## src/rtl/lsu_pkg.sv

```systemverilog
// Shared definitions for the load/store master: funct3 codes, FSM states
// and lane-select helpers.
package lsu_pkg;

  localparam logic [2:0] F3_LB  = 3'b000;
  localparam logic [2:0] F3_LH  = 3'b001;
  localparam logic [2:0] F3_LW  = 3'b010;
  localparam logic [2:0] F3_LBU = 3'b100;
  localparam logic [2:0] F3_LHU = 3'b101;

  typedef enum logic [2:0] {
    S_IDLE, S_RD_REQ, S_RD_WAIT, S_WR_REQ, S_DONE
  } lsu_state_e;

  // Size comes from funct3[1:0]; the undefined codes 011/110/111 all land on word.
  function automatic logic is_byte(input logic [2:0] f3);
    return f3[1:0] == 2'b00;
  endfunction

  function automatic logic is_half(input logic [2:0] f3);
    return f3[1:0] == 2'b01;
  endfunction

  function automatic logic is_word(input logic [2:0] f3);
    return !is_byte(f3) && !is_half(f3);
  endfunction

  // Byte offset with the low bits forced to the natural alignment of the access.
  function automatic logic [1:0] align_off(input logic [2:0] f3, input logic [1:0] off);
    if (is_byte(f3)) return off;
    if (is_half(f3)) return {off[1], 1'b0};
    return 2'b00;
  endfunction

  function automatic logic misaligned(input logic [2:0] f3, input logic [1:0] off);
    if (is_half(f3)) return off[0];
    if (is_word(f3)) return off != 2'b00;
    return 1'b0;
  endfunction

endpackage

```

## src/rtl/lsu_mem_master_lane_align.sv

```systemverilog
// Combinational lane logic: extract + sign/zero-extend for loads, and
// single-lane merge of store data into a read word for sub-word stores.
module lsu_lane_align
  import lsu_pkg::*;
(
  input  logic [2:0]  funct3_i,
  input  logic [1:0]  off_i,
  input  logic [31:0] rdata_i,
  input  logic [31:0] wdata_i,
  output logic [31:0] load_o,
  output logic [31:0] merge_o
);

  logic [7:0]  b;
  logic [15:0] h;

  // Select the addressed lane, extend it, and build the merged store word.
  always_comb begin
    b       = rdata_i[{off_i, 3'b000} +: 8];
    h       = rdata_i[{off_i[1], 4'b0000} +: 16];
    load_o  = rdata_i;
    merge_o = wdata_i;
    if (is_byte(funct3_i)) begin
      load_o  = funct3_i[2] ? {24'b0, b} : {{24{b[7]}}, b};
      merge_o = rdata_i;
      merge_o[{off_i, 3'b000} +: 8] = wdata_i[7:0];
    end else if (is_half(funct3_i)) begin
      load_o  = funct3_i[2] ? {16'b0, h} : {{16{h[15]}}, h};
      merge_o = rdata_i;
      merge_o[{off_i[1], 4'b0000} +: 16] = wdata_i[15:0];
    end
  end

endmodule

```

## src/rtl/lsu_mem_master.sv

```systemverilog
// RV32I load/store master onto a word-addressed req/gnt/rvalid memory bus.
// Sub-word stores are read-modify-write. Optional macro LSU_MISALIGN_TRAP_EN
// rejects misaligned H/W requests instead of silently aligning them.
module lsu_mem_master
  import lsu_pkg::*;
#(
  parameter int ADDR_W = 8,
  parameter int DATA_W = 32
) (
  input  logic              clk,
  input  logic              rst,
  input  logic              lsu_valid_i,
  input  logic              lsu_we_i,
  input  logic [2:0]        lsu_funct3_i,
  input  logic [31:0]       lsu_addr_i,
  input  logic [DATA_W-1:0] lsu_wdata_i,
  output logic              busy_o,
  output logic              done_o,
  output logic [DATA_W-1:0] load_data_o,
  output logic              misalign_o,
  output logic              mem_req_o,
  output logic              mem_we_o,
  output logic [ADDR_W-1:0] mem_addr_o,
  output logic [DATA_W-1:0] mem_wdata_o,
  input  logic              mem_gnt_i,
  input  logic              mem_rvalid_i,
  input  logic [DATA_W-1:0] mem_rdata_i
);

  lsu_state_e        state_q, state_d;
  logic              we_q;
  logic [2:0]        f3_q;
  logic [ADDR_W-1:0] addr_q;
  logic [1:0]        off_q;
  logic [31:0]       wr_q, ld_q;
  logic [31:0]       load_ext, merged;
  logic              accept, reject;

  // Upper address bits wrap away by design.
  logic unused_addr_hi;
  assign unused_addr_hi = ^lsu_addr_i[31:ADDR_W+2];

  // Request acceptance; a misaligned request is dropped when trapping is built in.
  always_comb begin
    reject = 1'b0;
`ifdef LSU_MISALIGN_TRAP_EN
    reject = misaligned(lsu_funct3_i, lsu_addr_i[1:0]);
`endif
    accept = (state_q == S_IDLE) && lsu_valid_i && !reject;
  end

  lsu_lane_align u_align (
    .funct3_i (f3_q),
    .off_i    (off_q),
    .rdata_i  (mem_rdata_i),
    .wdata_i  (wr_q),
    .load_o   (load_ext),
    .merge_o  (merged)
  );

  // State register; async reset aborts any transaction in flight.
  always_ff @(posedge clk or posedge rst) begin
    if (rst) state_q <= S_IDLE;
    else     state_q <= state_d;
  end

  // Next-state logic.
  always_comb begin
    state_d = state_q;
    case (state_q)
      S_IDLE:    if (accept)
                   state_d = (lsu_we_i && is_word(lsu_funct3_i)) ? S_WR_REQ : S_RD_REQ;
      S_RD_REQ:  if (mem_gnt_i)    state_d = S_RD_WAIT;
      S_RD_WAIT: if (mem_rvalid_i) state_d = we_q ? S_WR_REQ : S_DONE;
      S_WR_REQ:  if (mem_gnt_i)    state_d = S_DONE;
      S_DONE:    state_d = S_IDLE;
      default:   state_d = S_IDLE;
    endcase
  end

  // Bus and handshake outputs decoded from the state.
  always_comb begin
    busy_o    = 1'b0;
    done_o    = 1'b0;
    mem_req_o = 1'b0;
    mem_we_o  = 1'b0;
    case (state_q)
      S_RD_REQ:  begin busy_o = 1'b1; mem_req_o = 1'b1; end
      S_RD_WAIT: busy_o = 1'b1;
      S_WR_REQ:  begin busy_o = 1'b1; mem_req_o = 1'b1; mem_we_o = 1'b1; end
      S_DONE:    done_o = 1'b1;
      default:   ;
    endcase
  end

  // Input latches, merged store word and captured load result.
  always_ff @(posedge clk or posedge rst) begin
    if (rst) begin
      we_q   <= 1'b0;
      f3_q   <= 3'b000;
      addr_q <= '0;
      off_q  <= 2'b00;
      wr_q   <= '0;
      ld_q   <= '0;
    end else begin
      if (accept) begin
        we_q   <= lsu_we_i;
        f3_q   <= lsu_funct3_i;
        addr_q <= lsu_addr_i[ADDR_W+1:2];
        off_q  <= align_off(lsu_funct3_i, lsu_addr_i[1:0]);
        wr_q   <= lsu_wdata_i;
      end
      if (state_q == S_RD_WAIT && mem_rvalid_i) begin
        if (we_q) wr_q <= merged;
        else      ld_q <= load_ext;
      end
    end
  end

`ifdef LSU_MISALIGN_TRAP_EN
  logic mis_q;
  // One-cycle pulse per rejected request.
  always_ff @(posedge clk or posedge rst) begin
    if (rst) mis_q <= 1'b0;
    else     mis_q <= (state_q == S_IDLE) && lsu_valid_i && reject;
  end
  assign misalign_o = mis_q;
`else
  assign misalign_o = 1'b0;
`endif

  assign load_data_o = ld_q;
  assign mem_addr_o  = addr_q;
  assign mem_wdata_o = wr_q;

endmodule

```

## config.mk

```make
export PLATFORM = sky130hd
export DESIGN_NAME = lsu_mem_master
export DESIGN_NICKNAME = d
export VERILOG_FILES = /design/src/rtl/lsu_pkg.sv /design/src/rtl/lsu_mem_master_lane_align.sv /design/src/rtl/lsu_mem_master.sv
export SDC_FILE = /design/constraint.sdc
export NUM_CORES = 1
export LEC_CHECK = 0
export ABC_AREA = 1
export CORE_ASPECT_RATIO = 0.75
export CORE_MARGIN = 8
export CORE_UTILIZATION = 40
export CTS_CLUSTER_DIAMETER = 200
export DETAILED_ROUTE_END_ITERATION = 16
export DONT_BUFFER_PORTS = 1
export HOLD_SLACK_MARGIN = 0.12
export PLACE_DENSITY_LB_ADDON = 0.1
export SYNTH_ARGS = -nofsm -noshare
export SYNTH_HDL_FRONTEND = slang
export SYNTH_SLANG_ARGS = --single-unit
```

## constraint.sdc

```tcl
create_clock -name clk -period 2.42 [get_ports clk]
set_input_delay 0.484 -clock clk [delete_from_list [all_inputs] [get_ports clk]]
set_output_delay 0.484 -clock clk [all_outputs]
set_load 0.02 [all_outputs]
```

# ---- Yosys cells after proc, flatten, opt, wreduce, memory -nomap -nowiden
# Cells that the tools add are included.
dict set report word_totals {
  latchBits 0
  inputBits 105
  n_memories 0
  reg_bits 81
  rom_bits 0
  ram_bits 0
  out_inout_bits 77
}
dict set report op_classes {
  multipliers 0
  n_addsub 2
  div_mod_pow 0
  bitwise 1
  shifts 6
  n_mux 31
  reduce_logical 13
  eq_ne 11
  n_lt_le_gt_ge 0
}
# operator count
set ops {}
lappend ops {{two-way mux 32 bit} 9}
lappend ops {{bitwise mux 32 bit} 2}
lappend ops {{variable shift 16 x 7 -> 32 bit, first input constant} 1}
lappend ops {{variable shift 8 x 7 -> 32 bit, first input constant} 1}
lappend ops {{indexed part select 16 x 7 -> 32 bit} 1}
lappend ops {{indexed part select 32 x 6 -> 16 bit} 1}
lappend ops {{indexed part select 32 x 6 -> 8 bit} 1}
lappend ops {{indexed part select 8 x 7 -> 32 bit} 1}
lappend ops {{two-way mux 3 bit} 5}
lappend ops {{negator 5 -> 7 bit} 2}
lappend ops {{one-hot mux 3 bit (4 select lines)} 1}
lappend ops {{two-way mux 2 bit} 5}
lappend ops {{two-way mux 1 bit} 9}
lappend ops {{inequality test 2 bit, second input constant} 4}
lappend ops {{== test 3 x 2 -> 1 bit, second input constant} 2}
lappend ops {{== test 2 x 1 -> 1 bit, second input constant} 2}
lappend ops {{logical AND 1 bit} 4}
lappend ops {{zero test 2 bit} 2}
lappend ops {{inequality test 4 x 2 -> 1 bit, second input constant} 1}
lappend ops {{AND reduction 4 bit} 1}
lappend ops {{== test 3 x 1 -> 1 bit, second input constant} 1}
lappend ops {{== test 3 bit, second input constant} 1}
lappend ops {{zero test 3 bit} 1}
lappend ops {{OR reduction 3 bit} 1}
lappend ops {{other kinds (4)} 5}

# ---- Longest topological paths before layout
dict set report depth {
  ltp_word 7
  depth_mapped 10
  ltp_nobuf 9
}

# ---- Modules after synthesis
# From an unflattened synthesis, not the netlist that was laid out.
dict set report unflattened {
  cells_unflattened 1116
  hier_area_um2 6662.6
}
# module cells_each instances area_each_um2
set modules_own_cells {}
lappend modules_own_cells {lsu_mem_master 519 1 4096.4}
lappend modules_own_cells {lsu_lane_align 597 1 2566.2}

# ---- Worst setup path before layout
# Ideal clock, no wire load.
dict set report synth_path {
  path_kind {flip-flop to flip-flop}
  from {reg off_q[0]}
  to {reg wr_q[24], in the netlist mem_wdata_o[24]}
  synth_period_minus_slack_ps 1810
  slack_ps 610
  path_buffers 1
  path_stages_with_launch 9
  arrival_time_ps 1745
  path_cell_list {dfrtp_1 inv_1 clkbuf_1 ha_1 nor2_1 nand2_1 o211ai_1 nand3_1 nand2_1}
}
dict set report synth_via {
  elab_chain_cells 6
  word_cells_on_any_way 7
}
# element line
set synth_rtl {}
lappend synth_rtl {{start: declaration} lsu_mem_master.sv:34} ;# logic [1:0] off_q;
lappend synth_rtl {{start signal: assignment} lsu_mem_master.sv:110} ;# off_q <= align_off(lsu_funct3_i, lsu_addr_i[1:0]);
lappend synth_rtl {{negator 5 -> 7 bit (*)} lsu_mem_master_lane_align.sv:26} ;# merge_o[{off_i, 3'b000} +: 8] = wdata_i[7:0];
lappend synth_rtl {{indexed part select 8 x 7 -> 32 bit or variable shift 8 x 7 -> 32 bit (tied branches)} lsu_mem_master_lane_align.sv:26}
lappend synth_rtl {{bitwise mux 32 bit (*)} lsu_mem_master_lane_align.sv:26}
lappend synth_rtl {{two-way mux 32 bit (*)} lsu_mem_master_lane_align.sv:23} ;# if (is_byte(funct3_i)) begin
lappend synth_rtl {{two-way mux 32 bit (*)} lsu_mem_master.sv:114} ;# if (we_q) wr_q <= merged;
lappend synth_rtl {{two-way mux 32 bit (*)} lsu_mem_master.sv:113} ;# if (state_q == S_RD_WAIT && mem_rvalid_i) begin
lappend synth_rtl {{end signal: assignment} lsu_mem_master.sv:111} ;# wr_q <= lsu_wdata_i;
lappend synth_rtl {{end signal: assignment} lsu_mem_master.sv:114}
lappend synth_rtl {{end: declaration} lsu_mem_master.sv:35} ;# logic [31:0] wr_q, ld_q;
# Every way passes the cells marked *; elsewhere a longest branch is shown, timed or not.
# A chain may end at the register's enable or synchronous reset.

# ---- Worst setup path after layout
dict set report layout_path {
  from {reg state_q[0]}
  to {out busy_o}
}
dict set report layout_via {
  elab_chain_cells 3
  word_cells_on_any_way 5
}
# element line
set layout_rtl {}
lappend layout_rtl {{start: declaration} lsu_mem_master.sv:30} ;# lsu_state_e state_q, state_d;
lappend layout_rtl {{start signal: assignment} lsu_mem_master.sv:64} ;# else state_q <= state_d;
lappend layout_rtl {{== test 3 x 2 -> 1 bit or == test 3 x 1 -> 1 bit (tied branches)} lsu_mem_master.sv:87} ;# case (state_q)
lappend layout_rtl {{OR reduction 3 bit (no line) (*)} --}
lappend layout_rtl {{two-way mux 1 bit (*)} lsu_mem_master.sv:87}
lappend layout_rtl {{end: declaration} lsu_mem_master.sv:17} ;# output logic busy_o,
# Marked as above.

==> qor.yml <==
start_kind: "flip-flop"
die_y_um: 121
whs_ns: 0.0958
cts_buffers: 9
r2r_cells: 7
die_w_um: 156
critical_path_depth: 3
slew_headroom_pct: 61.4
power.density_nw_per_um2: 1360
ys_seq_elements: 81
detailed_place_hpwl_um: 14500
postCtsSetupRepairBufs: 0
grt_pass1_vias: 5320
clkSlewWorstSetupHoldPaths_ns: 0.06
cp_max_fo: 22
ios: 182
swShare_pct: 51.3
vias_per_cell: 5.12
ff_latch_area_um2: 2030
hold_path.class: "in2async"
wl_per_cell_um: 17.5
grt_usage_pct: 21.0
clock_path_buffers: 2
grt_max_degree: 82
multi_input_area_um2: 3070
rsz0062_at_grt: "false"
ant_nets: 0
switchingPower_w: 0.00446
fill_cells: 1525
start_util_pct: 40.8
syn-mean-instance-area_um2: 6.29
fin_crit_ns: 1.95
yosysWarnings: 0
antenna_cells: 0
power_frac_comb_pct: 44.3
ctsResizeCount: 0
finalSetupViolCount: 0
htree_levels: 3
core.rowCount: 38
layout.nets: 1022
fin_setup_tns_ns: 0
core-area_um2: 14400
p_clk_share_pct: 16.9
instances_no_fill: 1117
worstPathArrival_ns: 1.47
drc: 0
dp_cells: 1101
critPathMaxStageDelay_ns: 0.49
cp_top_family: "flip-flops"
routed_wirelength_um: 19500
netlist_area_um2: 5870
most-common-layout-cells: "nand2_1 (328), inv_1 (121), nand3_1 (120)"
path_buf_inv: 1
hold_buffers: 0
tightest_slew_ns: 0.578
status: "complete, no violations"
fmax_ghz: 0.512
slowest_stage: "dfrtp_1"
period_share_pct: 80.7
grt_pass1_wl_um: 31100
clock_tree.root_cell: "clkbuf_16"
finalClockSkew_ns: 0.00719
ys_types: 26
cts_tree: "yes"
finalHoldViolCount: 0
firstDrtPassIters: 5
internal_power_w: 0.00423
dieArea_um2: 18800
antenna_found_initial: 0
critical_path_class: "reg2out"
required_ns: 1.94
drt-initial-drc-count: 523
p_seq_share_pct: 38.8
p_leak_nw: 3.34
via_count: 5722
clk_latency_ns: 0.35
ir_worst_vdd_mv: 0.562
yosysSeqAreaShare_pct: 34.5
cts_sinks: 81
gp_congestion: 0.870
final_common_cell: "nand2_1"
endpoint_kind: "primary output"
layout-drive-gt1-share_pct: 6.98
slew_violations: 0
path_cells: "nor2_2 > buf_4 > nor2_1"
grt-ovfl-total: 0
maxCapViolCount: 0
cp-startpoint: "state_q[0]$_DFFE_PP0P_"
syn_inst: 934
r2r-start: "state_q[0]$_DFFE_PP0P_"
port_buffers: 0
synth_nets: 1044
area_delta_synth_final_pct: 8.55
p_total_w: 0.00869
## routing by layer
| layer | global-route usage, % | routed length, um | vias to the layer above |
|---|---|---|---|
| met4 | 4.35 | 196 | 0 |
| met5 | 0 | 0 | - |
| li1 | - | - | 2913 |
| met3 | 7.22 | 2090 | 13 |
| met1 | 30.8 | 9280 | 2566 |
| met2 | 28.9 | 7960 | 230 |
## worst reg2reg max path, cell delays in order, from the launching register on
cell	delay (ns)
dfrtp_1	0.47
nor2_1	0.21
nand3_2	0.34
buf_4	0.31
inv_2	0.15
nand2_2	0.14
nand3_1	0.12
nand3_1	0.07
## path summary, 6_finish.rpt
path	end	slack, ns
setup / recovery	busy_o	0.47
setup reg to reg	mem_wdata_o[4]$_DFFE_PP0P_	0.49
hold reg to reg	we_q$_DFFE_PP0N_	0.57
hold / removal	load_data_o[16]$_DFFE_PP0P_	0.1
max in group asynchronous	off_q[1]$_DFFE_PP0N_	1.91
min in group clk	mem_addr_o[1]$_DFFE_PP0N_	0.25
## kinds of logic after synthesis
logic type               Yosys count  share of synthesized area [%]
AO/OA/AOI/OAI                    102                           10.7
buffers and inverters            187                           13.2
other                              1                         0.0639
AND/OR/NAND/NOR                  558                           40.4
adder cells (fa/ha/maj)            5                           1.07
flip-flops                        81                           34.5
## Yosys cell counts
| cell type | number | area share [%] |
|---|---|---|
| nand4_1 | 21 | 2.2 |
| o21ai_0 | 28 | 2.4 |
| nand2_1 | 328 | 21 |
| buf_4 | 6 | 0.77 |
| conb_1 | 1 | 0.064 |
| dfrtp_1 | 81 | 35 |
| a21oi_2 | 2 | 0.30 |
| or2_2 | 1 | 0.11 |
| ha_1 | 5 | 1.1 |
| nand3b_1 | 1 | 0.13 |
| o211ai_1 | 45 | 5.8 |
| nor2_2 | 2 | 0.21 |
| inv_2 | 10 | 0.64 |
| buf_2 | 29 | 2.5 |
| nand3_2 | 4 | 0.68 |
| nand3_1 | 121 | 10 |
| nand2_2 | 1 | 0.11 |
| clkbuf_1 | 17 | 1.1 |
| o21ai_1 | 2 | 0.17 |
| inv_1 | 122 | 7.8 |
| nor3_1 | 3 | 0.26 |
| nor2_1 | 72 | 4.6 |
| buf_6 | 2 | 0.38 |
| nor2_4 | 4 | 0.77 |
| buf_1 | 1 | 0.064 |
| a21oi_1 | 25 | 2.1 |
## sequential cells by signal, summed over array words and instances (netlist names)
name,count
load_data_o,32
mem_wdata_o,32
mem_addr_o,8
f3_q,3
state_q,3
off_q,2
we_q,1
## final cells by class
cell class	instances	area share, %
multi-input combinational	666	48.2
clock buffer	14	4.46
clock inverter	2	0.550
tap	200	3.93
sequential	81	31.8
inverter	132	7.83
timing repair buffer	22	3.18
## metrics by stage
stage,setup slack [ns],area (um2),util [%]
6_report,0.466,6370,44.2
5_1_grt,0.318,6370,44.2
4_1_cts,0.445,6370,44.2
3_5_place_dp,0.506,6050,42.0
3_3_place_gp,0.533,6050,42.0
2_1_floorplan,0.610,5870,-
## power groups by stage
| stage | Combinational, W | Sequential (W) | Clock (W) |
|---|---|---|---|
| after global routing | 0.00446 | 0.00349 | 0.00155 |
| final | 0.00385 | 0.00337 | 0.00147 |
| after detailed placement | 0.00383 | 0.00342 | 0 |
| after floorplan | 0.00308 | 0.00317 | 0 |
| after global placement | 0.00379 | 0.00343 | 0 |
| after CTS | 0.00384 | 0.00341 | 0.00150 |
No activity file was read; power rests on OpenSTA's default activity.
